<file path="config.mk">
export PLATFORM = sky130hd
export DESIGN_NAME = fpga_input_controller
export DESIGN_NICKNAME = d
export VERILOG_FILES = /design/src/rtl/fpga_input_controller.sv
export SDC_FILE = /design/constraint.sdc
export NUM_CORES = 1
export LEC_CHECK = 0
export ABC_AREA = 1
export BUFFER_PORTS_ARGS = -buffer_cell sky130_fd_sc_hd__buf_2
export CORE_ASPECT_RATIO = 0.8
export CORE_MARGIN = 2
export CORE_UTILIZATION = 55
export CTS_CLUSTER_DIAMETER = 30
export DETAILED_ROUTE_END_ITERATION = 12
export GPL_TIMING_DRIVEN = 0
export PLACE_DENSITY = 0.82
export SLEW_MARGIN = 25
export SYNTH_ARGS = -nofsm -noshare
export SYNTH_HDL_FRONTEND = slang
export SYNTH_SLANG_ARGS = --single-unit
</file>
<file path="constraint.sdc">
create_clock -name clk -period 4.2 [get_ports clk]
set_input_delay 1.26 -clock clk [delete_from_list [all_inputs] [get_ports clk]]
set_output_delay 1.26 -clock clk [all_outputs]
set_load 0.05 [all_outputs]
</file>
<file path="src/rtl/fpga_input_controller.sv">
// Board-to-CPU input front end.
// Debounces the four active-low pushbuttons and turns them into press events.
// The step key drives a CPU clock enable. The digit, clear and commit keys run
// a decimal operand entry that is handed to the CPU over valid/ready.
// Ports:
//   clk, rst_n    system clock, asynchronous active-low reset
//   KEY[3:0]      raw pushbuttons, active-low: 0 step, 1 digit, 2 clear, 3 commit
//   SW[9:0]       SW[9] manual-clock mode, SW[3:0] digit value
//   step_en       CPU clock enable
//   entry_value   binary value of the digits entered so far (HEX preview)
//   digit_count   number of digits entered so far
//   entry_error   one-cycle pulse when a digit is rejected
//   entry_valid   committed operand available
//   entry_data    committed operand
//   entry_ready   CPU accepts entry_data
module fpga_input_controller #(
  parameter int unsigned DEBOUNCE_CYCLES = 4,
  parameter int unsigned MAX_DIGITS      = 6
) (
  input  logic        clk,
  input  logic        rst_n,
  input  logic [3:0]  KEY,
  input  logic [9:0]  SW,
  output logic        step_en,
  output logic [19:0] entry_value,
  output logic [2:0]  digit_count,
  output logic        entry_error,
  output logic        entry_valid,
  output logic [19:0] entry_data,
  input  logic        entry_ready
);

  localparam int unsigned NKEYS = 4;
  localparam int unsigned VAL_W = 20;
  localparam int unsigned CNT_W = 3;
  localparam int unsigned MUL_W = 24;
  localparam int unsigned DB_W  = $clog2(DEBOUNCE_CYCLES + 1);

  localparam logic [DB_W-1:0]  DB_LAST    = DB_W'(DEBOUNCE_CYCLES - 1);
  localparam logic [CNT_W-1:0] DIGITS_MAX = CNT_W'(MAX_DIGITS);

  localparam int unsigned K_STEP   = 0;
  localparam int unsigned K_DIGIT  = 1;
  localparam int unsigned K_CLEAR  = 2;
  localparam int unsigned K_COMMIT = 3;

  typedef enum logic {
    IDLE_ENTRY,
    PENDING
  } state_t;

  logic [NKEYS-1:0] sync1;
  logic [NKEYS-1:0] k_s;
  logic [NKEYS-1:0] db_state;
  logic [NKEYS-1:0] press;
  logic [DB_W-1:0]  db_cnt [NKEYS];

  state_t           state;
  state_t           state_nx;
  logic [VAL_W-1:0] value_nx;
  logic [VAL_W-1:0] data_nx;
  logic [CNT_W-1:0] count_nx;
  logic             error_nx;
  logic             valid_nx;

  logic [MUL_W-1:0] value_x10;
  logic [VAL_W-1:0] value_acc;
  logic             digit_bad;
  logic             unused_sw;

  // Only SW[9] and SW[3:0] are functional.
  assign unused_sw = ^SW[8:4];

  // Synchronize keys, then accept a change only after DEBOUNCE_CYCLES
  // consecutive disagreeing samples; a 1->0 acceptance emits a press pulse.
  always_ff @(posedge clk or negedge rst_n) begin
    if (!rst_n) begin
      sync1    <= '1;
      k_s      <= '1;
      db_state <= '1;
      press    <= '0;
      for (int i = 0; i < NKEYS; i++) db_cnt[i] <= '0;
    end else begin
      sync1 <= KEY;
      k_s   <= sync1;
      press <= '0;
      for (int i = 0; i < NKEYS; i++) begin
        if (k_s[i] == db_state[i]) begin
          db_cnt[i] <= '0;
        end else if (db_cnt[i] == DB_LAST) begin
          db_cnt[i]   <= '0;
          db_state[i] <= ~db_state[i];
          press[i]    <= db_state[i];
        end else begin
          db_cnt[i] <= db_cnt[i] + DB_W'(1);
        end
      end
    end
  end

  // Free-running enable, or one pulse per step press in manual-clock mode.
  always_ff @(posedge clk or negedge rst_n) begin
    if (!rst_n) step_en <= 1'b0;
    else        step_en <= SW[9] ? press[K_STEP] : 1'b1;
  end

  // value*10 + digit; digit_count < MAX_DIGITS keeps this inside 20 bits.
  assign value_x10 = (MUL_W'(entry_value) << 3) + (MUL_W'(entry_value) << 1);
  assign value_acc = VAL_W'(value_x10 + MUL_W'(SW[3:0]));
  assign digit_bad = (SW[3:0] > 4'd9) || (digit_count >= DIGITS_MAX);

  // Entry state machine: next state and next register values.
  always_comb begin
    state_nx = state;
    value_nx = entry_value;
    count_nx = digit_count;
    data_nx  = entry_data;
    valid_nx = entry_valid;
    error_nx = 1'b0;
    case (state)
      IDLE_ENTRY: begin
        if (press[K_CLEAR]) begin
          value_nx = '0;
          count_nx = '0;
        end else if (press[K_COMMIT]) begin
          data_nx  = entry_value;
          valid_nx = 1'b1;
          value_nx = '0;
          count_nx = '0;
          state_nx = PENDING;
        end else if (press[K_DIGIT]) begin
          if (digit_bad) begin
            error_nx = 1'b1;
          end else begin
            value_nx = value_acc;
            count_nx = digit_count + CNT_W'(1);
          end
        end
      end
      PENDING: begin
        // Key events are dropped here; only the handshake moves us on.
        if (entry_ready) begin
          valid_nx = 1'b0;
          state_nx = IDLE_ENTRY;
        end
      end
      default: state_nx = IDLE_ENTRY;
    endcase
  end

  // Entry state and output registers.
  always_ff @(posedge clk or negedge rst_n) begin
    if (!rst_n) begin
      state       <= IDLE_ENTRY;
      entry_value <= '0;
      digit_count <= '0;
      entry_error <= 1'b0;
      entry_valid <= 1'b0;
      entry_data  <= '0;
    end else begin
      state       <= state_nx;
      entry_value <= value_nx;
      digit_count <= count_nx;
      entry_error <= error_nx;
      entry_valid <= valid_nx;
      entry_data  <= data_nx;
    end
  end

endmodule

</file>
* After elaboration in Yosys (flattened, before gate mapping)
Cells that the tools add are included.
** Storage, ports and cells
- Register bits :: 75
- Input bits :: 17
- Output and inout bits :: 46
- Logic and storage cells :: 96
** Operators by class
- $add $sub $neg :: 7
- Order comparisons :: 2
- Equality and inequality tests :: 12
- Multiplexer cells :: 38
- Bitwise operators :: 10
- Reduce and logical (&&, ||, !) cells :: 9
** Operator list (number)
- 20-bit 2-to-1 mux :: 4
- 3-bit 2-to-1 mux :: 12
- 20-bit adder :: 1
- 20-bit by 4-bit adder with 20-bit output :: 1
- 1-bit 2-to-1 mux :: 20
- 3-bit by 1-bit adder with 3-bit output, second input constant :: 5
- 3-bit by 2-bit equality test with 1-bit output, second input constant :: 4
- 1-bit inverter :: 10
- 3-bit AND reduction :: 3
- 2-bit AND reduction :: 4
- 2-bit inequality test, second input constant :: 3
- 1-bit equality test :: 4
- 4-bit greater-than comparator, second input constant :: 1
- 1-bit case mux with 2 select lines :: 2
- 3-bit greater-or-equal comparator, second input constant :: 1
- 3-bit inequality test, second input constant :: 1
- 3-bit nonzero test :: 1
- 1-bit logical OR :: 1

* Longest topological paths before layout
Gate-level depths: netlist of the first run.
- Depth in word-level cells :: 7
- Mapped depth :: 15
- Gate-level depth less buffers :: 15

* Worst setup path before layout of the first run
OpenSTA, ideal clock, no wires.
- Path type :: input to register
- From :: input port SW[3]
- To :: register entry_value[16]
- Setup time :: 118 ps
- Arrival :: 2927 ps
- Required time :: 4082 ps
- Slack :: 1155 ps
- Cell stages on the path :: 12
- Path buffers :: 0
- Cells stage by stage :: inv_1 fa_1 inv_1 fa_1 nand3_1 nand2_1 nand3_1 nand2_1 nand2_1 nand3_1 nand3_1 nand2_1
** Between the ends
- Word-level cells in the longest chain between the ends :: 5
- Elaborated cells on any way between the ends :: 9
- Classes of those cells :: add/sub (1); order compare (1); eq/ne (1); mux (4); reduce/logical (2)
** RTL lines
- from (decl) :: RTL line 23 : input logic [9:0] SW,
- 20-bit by 4-bit adder with 20-bit output :: RTL line 109 : assign value_acc = VAL_W'(value_x10 + MUL_W'(SW[3:0]));
- 20-bit 2-to-1 mux :: RTL line 132 : if (digit_bad) begin
- 20-bit 2-to-1 mux :: RTL line 131 : end else if (press[K_DIGIT]) begin
- 20-bit 2-to-1 mux :: RTL line 125 : end else if (press[K_COMMIT]) begin
- 20-bit 2-to-1 mux :: RTL line 122 : if (press[K_CLEAR]) begin
- to (signal assigned) :: RTL line 162 : entry_value <= value_nx;
- to (decl) :: RTL line 25 : output logic [19:0] entry_value,
Parallel ways exist; a longest one is shown, timed or not. The select of a mux whose other input is x is not followed.
A chain may end at the register's enable or synchronous reset.

* Worst setup path after layout of the first run
- From :: input port SW[3]
- To :: register entry_value[18]
Same word-level chain as after synthesis.

==> results.cfg, run 1 <==
[logic_synthesis]
syn_inst = 450
synth_flop_cell = dfrtp_1
syn_area_sq_mm = 0.00404
synthArstFlopShare_pct = 100
synth_nets = 509
ys_seq_area_share_pct = 46.8
synth_commonest_cells = nand2_1 (126), dfrtp_1 (63), inv_1 (57)
yosysWarnings = 0
synth_area_leader_cell = dfrtp_1
synth-seq-cells = 75
yosysTopAreaCellShare_pct = 39.0
ys_types = 31
synth_edf_count = 0
synth_most_common_cell = nand2_1
yosys-top-cells-area = dfrtp_1 (39%), ha_1 (12%), nand2_1 (12%)
avgSynthCellArea_sq_um = 8.98

[critical_path]
cp-startpoint = SW[3]
ff2ff_path_depth = 12
crit_type = in -> reg
endpoint = entry_value[18]
regToRegSetupSlack_ns = 1.81
worstReg2RegStart = entry_value[0]
cp.arrival_ns = 3.25
worstSetupEndpointType = flop
crit_required_ns = 4.45
start_kind = primary input
timing.rr.end = entry_value[18]
cp_max_fo = 4

[routing]
wl_per_cell_microns = 13.8
drtIter0Drc = 141
wirelength_microns = 8460
drc = 0
via_per_inst = 5.24
drtPass1Iterations = 5
ant_nets = 0
via_count = 3204

[clock_network]
clock_path_buffers = 2
cts_resized = 0
clkLatencyLatePin_ns = 0.36
htreeDepth = 3
ctsHoldBuffers = 0
cts_setup_buffers = 0
cts_buffers = 9
cts-root-buf = clkbuf_8
numClockSinks = 75
cts_tree = built
clk_pin_slew_ns = 0.09

[layout]
drive_gt1_share_pct = 20.8
utilization_pct = 66.6
layout.cells.non_filler = 611
seq_area_sq_mm = 0.00189
n_fill_cell = 558
area_growth_pct = 15.2
multi_input_area_sq_mm = 0.00187
fin_nets = 578
antennaDiodeCount = 0

[outcome]
status = completed

[timing]
fin_crit_ns = 3.00
relSlewSlack_pct = 68.4
timing.fmax_mhz = 333
fin_skew_ns = 0.00908
setup-tns-final_ns = 0
setup_viol = 0
finalCritPeriodShare_pct = 71.5
worstMarginPinSlew_ns = 0.474
hold_viol_final = 0
rsz0062_at_grt = false
slew_violations = 0

[grt]
grt_pass1_vias = 3144
grt_overflow = 0
grt_max_degree = 44
grt_antenna_before_repair = 0
grt_pass1_wl_microns = 14300
grt_usage_pct = 23.0

[hold_path]
min_path_type = reg -> reg

[die]
boundaryPins = 63
dieHeight_microns = 80.7
start_util_pct = 57.8
dieArea_sq_mm = 0.00805
core_area_sq_mm = 0.00699
fp-row-count = 27
die_w_microns = 99.8

[pwr]
power_mw = 2.59
peakVddDrop_mv = 0.337
leakagePower_nw = 2.64
power_density_mw_per_mm2 = 557

[job]
maxCapViolCount = 0

[place]
detailedPlacementHpwl_microns = 6480
post-place-cells = 595
io_buffers = 57
place_congestion = 0.912
sequential cells by signal, indices dropped and copies added (netlist names):
register,cells
entry_valid,1
digit_count,3
k_s,4
entry_data,20
state,1
press,4
entry_error,1
step_en,1
db_cnt,12
entry_value,20
sync1,4
db_state,4
worst max-delay path, cell delays in order:
cell and delay (ns):
buf_2 0.08, inv_1 0.06, fa_1 0.53, inv_1 0.07, fa_1 0.46, nand3_1 0.10
nand2_1 0.12, nand2_1 0.09, nand2_1 0.11, nand2_1 0.13, nand3_1 0.09, nand3_1 0.11
nand2_1 0.06
power by group:
part | internal [mW] | switching, mW | total (mW)
sequential | 0.868 | 0.116 | 0.984
clock | 0.280 | 0.280 | 0.560
combinational | 0.339 | 0.710 | 1.05
total | 1.49 | 1.11 | 2.59
worst min path at each step:
| stage | cells past startpoint | to | start | slack (ns) |
|---|---|---|---|---|
| floorplan | 0 | k_s[0] | sync1[0] | 0.35 |
| global placement | 0 | k_s[2] | sync1[2] | 0.35 |
| detailed placement | 0 | k_s[2] | sync1[2] | 0.35 |
| CTS | 0 | k_s[2] | sync1[2] | 0.36 |
| global route | 0 | k_s[3] | sync1[3] | 0.36 |
| finish | 0 | k_s[2] | sync1[2] | 0.36 |
routing by layer:
layer	up-vias	routed length [microns]	GRT usage, %
li1	1598	-	-
met1	1526	3780	29.3
met2	69	4110	38.0
met3	11	436	6.53
met4	0	132	7.40
met5	-	0	0
layout by cell type, fill, tap and decap left out, types with 2 or more instances in the layout:
cell,instances
o22ai_1,5
nand3b_1,5
buf_2,57
dfrtp_1,63
clkbuf_8,9
nor2_1,26
nor3b_1,4
nand2_1,126
inv_1,57
buf_12,2
inv_6,3
o21ai_1,2
xnor2_1,9
ha_1,40
xor2_1,2
fa_1,2
clkinvlp_4,2
a21oi_1,15
nor3_1,8
mux2_2,11
nand3_2,3
buf_6,2
nand3_1,19
o21ai_0,27
dfstp_2,12
clkbuf_1,3
stage by stage:
step | cell area, sq um | hold WS (ns) | worst slack, ns
after floorplan | 4040 | 0.345 | 1.15
after global placement | 4440 | 0.346 | 0.885
after detailed placement | 4460 | 0.347 | 0.855
after CTS | 4660 | 0.360 | 1.23
after global routing | 4660 | 0.360 | 1.08
final | 4660 | 0.359 | 1.20
cell families (layout without fill, tap and decap cells):
kind of cell,count (synthesis),after routing,synth area share (%)
AOI/OAI and AO/OA,51,51,6.59
xor gates and xnor gates,11,11,2.38
adders and majority gates,42,42,13.4
buffers and inverters,65,139,7.03
DFF,75,75,46.8
muxes,11,11,3.07
and+or+nand+nor,195,195,20.7
cell type report:
class / instances / share of cell area [%]
flip-flops and latches: 75 / 40.6
multi-input cells: 310 / 40.1
repair buffers: 58 / 6.61
inverters: 59 / 4.92
clock buffers: 10 / 2.74
well taps: 87 / 2.34
clock inverters: 6 / 1.53
plain buffers: 6 / 1.18
No activity file was read; power rests on OpenSTA's default activity.
==> inputs of run 2 (changes only) <==
CORE_UTILIZATION = 51   (was 55)
PLACE_DENSITY = 0.8   (was 0.82)
clock period = 2.45 ns   (was 4.2 ns; I/O delays follow)
==> results.cfg, run 2 (same netlist as run 1, synthesis figures left out) <==
[critical_path]
start_kind = primary input
cp_slowest_cell = fa_2
path_buf_inv = 1
crit_type = in -> reg
cp_top_family = adder cells
cp.arrival_ns = 2.54
worstSetupEndpointType = flop
worstPathCellList = buf_2 > ha_1 > ha_1 > fa_2 > nand3_1 > nand2_2 > nand2_1 > nand2_2 > nand2_2 > nand3_1 > nand3_1 > nand2_1
critical_path.max_stage_delay_ns = 0.42
crit_required_ns = 2.70
cp_max_fo = 4

[grt]
grt_pass1_vias = 3232
grt_usage_pct = 20.9
grt_pass1_wl_microns = 14600
grt_antenna_before_repair = 0
grt_overflow = 0
grt_max_degree = 49

[die]
die_w_microns = 104
fp-row-count = 29
dieHeight_microns = 83.6
dieArea_sq_mm = 0.00866
start_util_pct = 51.8
core_area_sq_mm = 0.00780
boundaryPins = 63

[clock_network]
ctsHoldBuffers = 0
cts_tree = built
cts-root-buf = clkbuf_8
clk_pin_slew_ns = 0.08
htreeDepth = 3
clkLatencyLatePin_ns = 0.35
numClockSinks = 75
clock_path_buffers = 2
cts_buffers = 9

[pwr]
power_density_mw_per_mm2 = 959
peakVddDrop_mv = 0.500
power_mw = 4.54
leakagePower_nw = 2.66

[routing]
via_count = 3141
drtPass1Iterations = 4
wirelength_microns = 8220
drc = 0
via_per_inst = 4.97
wl_per_cell_microns = 13.0
ant_nets = 0
drtIter0Drc = 97

[timing]
timing.fmax_mhz = 436
setup_viol = 0
fin_skew_ns = 0.00913
relSlewSlack_pct = 68.3
rsz0062_at_grt = false
hold_viol_final = 0
worstMarginPinSlew_ns = 0.475
fin_crit_ns = 2.30
slew_violations = 0
whs_ns = 0.299
finalCritPeriodShare_pct = 93.7

[layout]
area_growth_pct = 17.1
final_common_cell = nand2_1
drive_gt1_share_pct = 22.1
final_cell_area_sq_mm = 0.00473
utilization_pct = 60.7
final_cell_mix = nand2_1 (121), dfrtp_1 (63), inv_1 (57), buf_2 (57), ha_1 (40)
fin_nets = 578
layout.cells.non_filler = 632
antennaDiodeCount = 0
reg_top3 = entry_data: 20 flops, entry_value: 20 flops, db_cnt: 12 flops

[place]
place_area_sq_mm = 0.00449
post-place-cells = 616
detailedPlacementHpwl_microns = 6160
io_buffers = 57
place_congestion = 0.901

[hold_path]
min_path_type = in -> async

[outcome]
status = completed

[job]
maxCapViolCount = 0
[run 2: cell count changes in the layout (fill, tap and decap cells not counted), moves of 2 or more]
cell     change
nand3_2      +2
nand3_1      -2
nand2_1      -5
nand2_2      +5
[run 2: worst reg2reg max path, cell delays in order, from the launching register on]
cell	delay, ns
dfrtp_1	0.44
ha_1	0.31
ha_1	0.27
fa_2	0.42
nand3_1	0.12
nand2_2	0.10
nand2_1	0.09
nand2_2	0.10
nand2_2	0.09
nand3_1	0.08
nand3_1	0.10
nand2_1	0.05
[run 2: layout make-up]
class | count | area (sq um)
well taps | 108 | 135
repair buffers | 58 | 315
inverters | 59 | 229
clock inverters | 5 | 85.1
flip-flops and latches | 75 | 1890
plain buffers | 6 | 55.1
fillers | 687 | 3070
clock buffers | 11 | 131
multi-input cells | 310 | 1890
[run 2: report_power, final]
part           switching, mW  internal [mW]  total, mW
Sequential             0.193           1.49       1.68
Clock                  0.480          0.582       1.06
Combinational           1.21          0.589       1.80
Total                   1.88           2.66       4.54
[run 2: metrics by stage]
step                      setup TNS, ns  worst slack [ns]
after CTS                             0            0.0773
after detailed placement          -2.25            -0.283
after global placement            -1.74            -0.225
after floorplan                       0            0.0474
final                                 0             0.154
after global routing                  0            0.0157
[run 2: what timing repair did]
| item | CTS | global route |
|---|---|---|
| gates resized for setup | 0 | 7 |
| endpoints found under the setup margin | 0 | 6 |
| buffers inserted | 0 | 0 |
[run 2: routing by layer]
metal | global-route usage [%] | vias to the layer above | part of all wire (%)
met5 | 0 | - | 0
met4 | 6.76 | 0 | 1.3
met3 | 6.32 | 11 | 5.7
met2 | 34.4 | 64 | 48
met1 | 26.6 | 1474 | 45
li1 | - | 1592 | -
[run 2: worst paths after layout]
| path | depth (start not counted) | end | slack [ns] | start |
|---|---|---|---|---|
| max in group asynchronous | 2 | k_s[3] | 1.54 | rst_n |
| min in group clk | 0 | k_s[1] | 0.36 | sync1[1] |
| max reg2reg | 11 | entry_value[18] | 0.19 | entry_value[1] |
| max | 12 | entry_value[18] | 0.15 | SW[2] |
| min reg2reg | 0 | k_s[1] | 0.36 | sync1[1] |
| min | 1 | entry_data[18] | 0.30 | rst_n |
==> inputs of run 3 (changes only) <==
CAP_MARGIN = 20   (was default)
SETUP_SLACK_MARGIN = 0.4   (was default)
==> results.cfg, run 3 (same netlist as run 1, synthesis figures left out) <==
[outcome]
status = completed

[routing]
wl_per_cell_microns = 15.5
drc = 0
ant_nets = 0
drtIter0Drc = 231
via_count = 3358
wirelength_microns = 10000
drtPass1Iterations = 5
via_per_inst = 5.22

[pwr]
leakagePower_nw = 2.78
power_density_mw_per_mm2 = 976
peakVddDrop_mv = 0.490

[grt]
grt_pass1_vias = 3236
grt_max_degree = 54
grt_pass1_wl_microns = 15000
grt_antenna_before_repair = 0
grt_usage_pct = 21.5
grt_overflow = 0

[timing]
fin_skew_ns = 0.0165
setup-tns-final_ns = 0
setup_viol = 0
relSlewSlack_pct = 72.9
worstMarginPinSlew_ns = 0.407
whs_ns = 0.264
slew_violations = 0
rsz0062_at_grt = true
fin_crit_ns = 2.22
finalCritPeriodShare_pct = 90.6
hold_viol_final = 0
timing.fmax_mhz = 450

[place]
io_buffers = 57
detailedPlacementHpwl_microns = 6480
place_congestion = 0.914
place_area_sq_mm = 0.00454

[layout]
reg_top3 = entry_data: 20 flops, entry_value: 20 flops, db_cnt: 12 flops
utilization_pct = 66.7
final_common_cell = nand2_1
area_growth_pct = 28.8
fin_nets = 589
seq_area_sq_mm = 0.00190
n_fill_cell = 565
final_cell_mix = nand2_1 (105), buf_2 (56), dfrtp_1 (55), inv_1 (52), o21ai_0 (26)
final_cell_area_sq_mm = 0.00520
multi_input_area_sq_mm = 0.00226
drive_gt1_share_pct = 36.1
antennaDiodeCount = 0

[die]
start_util_pct = 51.8
dieArea_sq_mm = 0.00866
fp-row-count = 29
dieHeight_microns = 83.6
die_w_microns = 104
core_area_sq_mm = 0.00780
boundaryPins = 63

[critical_path]
cp_slowest_cell = fa_1
cp_max_fo = 2
crit_path_frequent_cell = nand2_1
cp.arrival_ns = 2.46
timing.rr.end = entry_value[19]
critical_path.max_stage_delay_ns = 0.51
start_kind = primary input
worstReg2RegStart = entry_value[2]
crit_required_ns = 2.69
worstPathCellList = buf_8 > inv_8 > fa_1 > inv_2 > ha_4 > nand2_1 > nor2_1 > nand3_1 > nand3_2 > nand2_1 > nand2_1 > nand2_1 > nand3_2 > nand2_1
ff2ff_path_depth = 13
regToRegSetupSlack_ns = 0.23
crit_type = in -> reg
worstSetupEndpointType = flop

[clock_network]
cts_tree = built
clk_pin_slew_ns = 0.09
clock_path_buffers = 2
clkLatencyLatePin_ns = 0.36
cts-root-buf = clkbuf_8
numClockSinks = 75
htreeDepth = 3
cts_buffers = 9

[job]
maxCapViolCount = 0

[hold_path]
min_path_type = in -> async
[run 3: changes by cell type in the layout (fill, tap and decap cells not counted), sizes merged]
cell	previous run	this run
buf	62	73
bufinv	2	1
clkinv	0	1
[run 3: cell type report]
type / instances / area share, %
Multi-Input combinational cell: 310 / 43.5
Sequential cell: 75 / 36.5
Timing Repair Buffer: 69 / 7.91
Inverter: 59 / 4.54
Clock buffer: 11 / 2.72
Tap cell: 108 / 2.60
Clock inverter: 5 / 1.15
Buffer: 6 / 1.06
[run 3: metrics by stage]
stage | worst slack, ns | cells | power [mW]
2_1_floorplan | 0.185 | 450 | 3.07
3_3_place_gp | -0.0956 | 615 | 3.45
3_5_place_dp | -0.117 | 616 | 3.52
4_1_cts | 0.279 | 637 | 4.56
5_1_grt | 0.166 | 643 | 5.37
6_report | 0.229 | 643 | 5.08
[run 3: worst max-delay path by stage]
| stage | start | end |
|---|---|---|
| finish | SW[3] | entry_value[19] |
| global route | entry_value[10] | entry_value[18] |
| CTS | SW[3] | entry_value[16] |
| detailed placement | SW[3] | entry_value[14] |
| global placement | SW[3] | entry_value[18] |
| floorplan | SW[3] | entry_value[14] |
[run 3: critical path, delay by kind of cell]
family / cells / cell delay (ns)
adders and majority gates: 2 / 0.79
buffers and inverters: 3 / 0.17
and+or+nand+nor: 9 / 0.76
[run 3: repair_timing]
action | CTS | global route
resized for setup | 19 | 59
hold buffers | 0 | 0
pin swaps | 11 | 14
setup buffers | 5 | 6
setup endpoints to repair | 13 | 16
[run 3: layer usage]
layer	vias up	track usage [%]	share of wire, %	wire [microns]
li1	1613	-	-	-
met1	1624	27.3	42	4170
met2	101	36.5	50	4980
met3	20	5.70	6.8	680
met4	0	6.51	1.6	161
met5	-	0	0	0
[run 3: report_power, final]
group	internal [mW]	leakage (nW)	switching, mW
sequential	1.49	0.971	0.201
combinational	0.906	1.70	1.49
clock	0.505	0.100	0.484
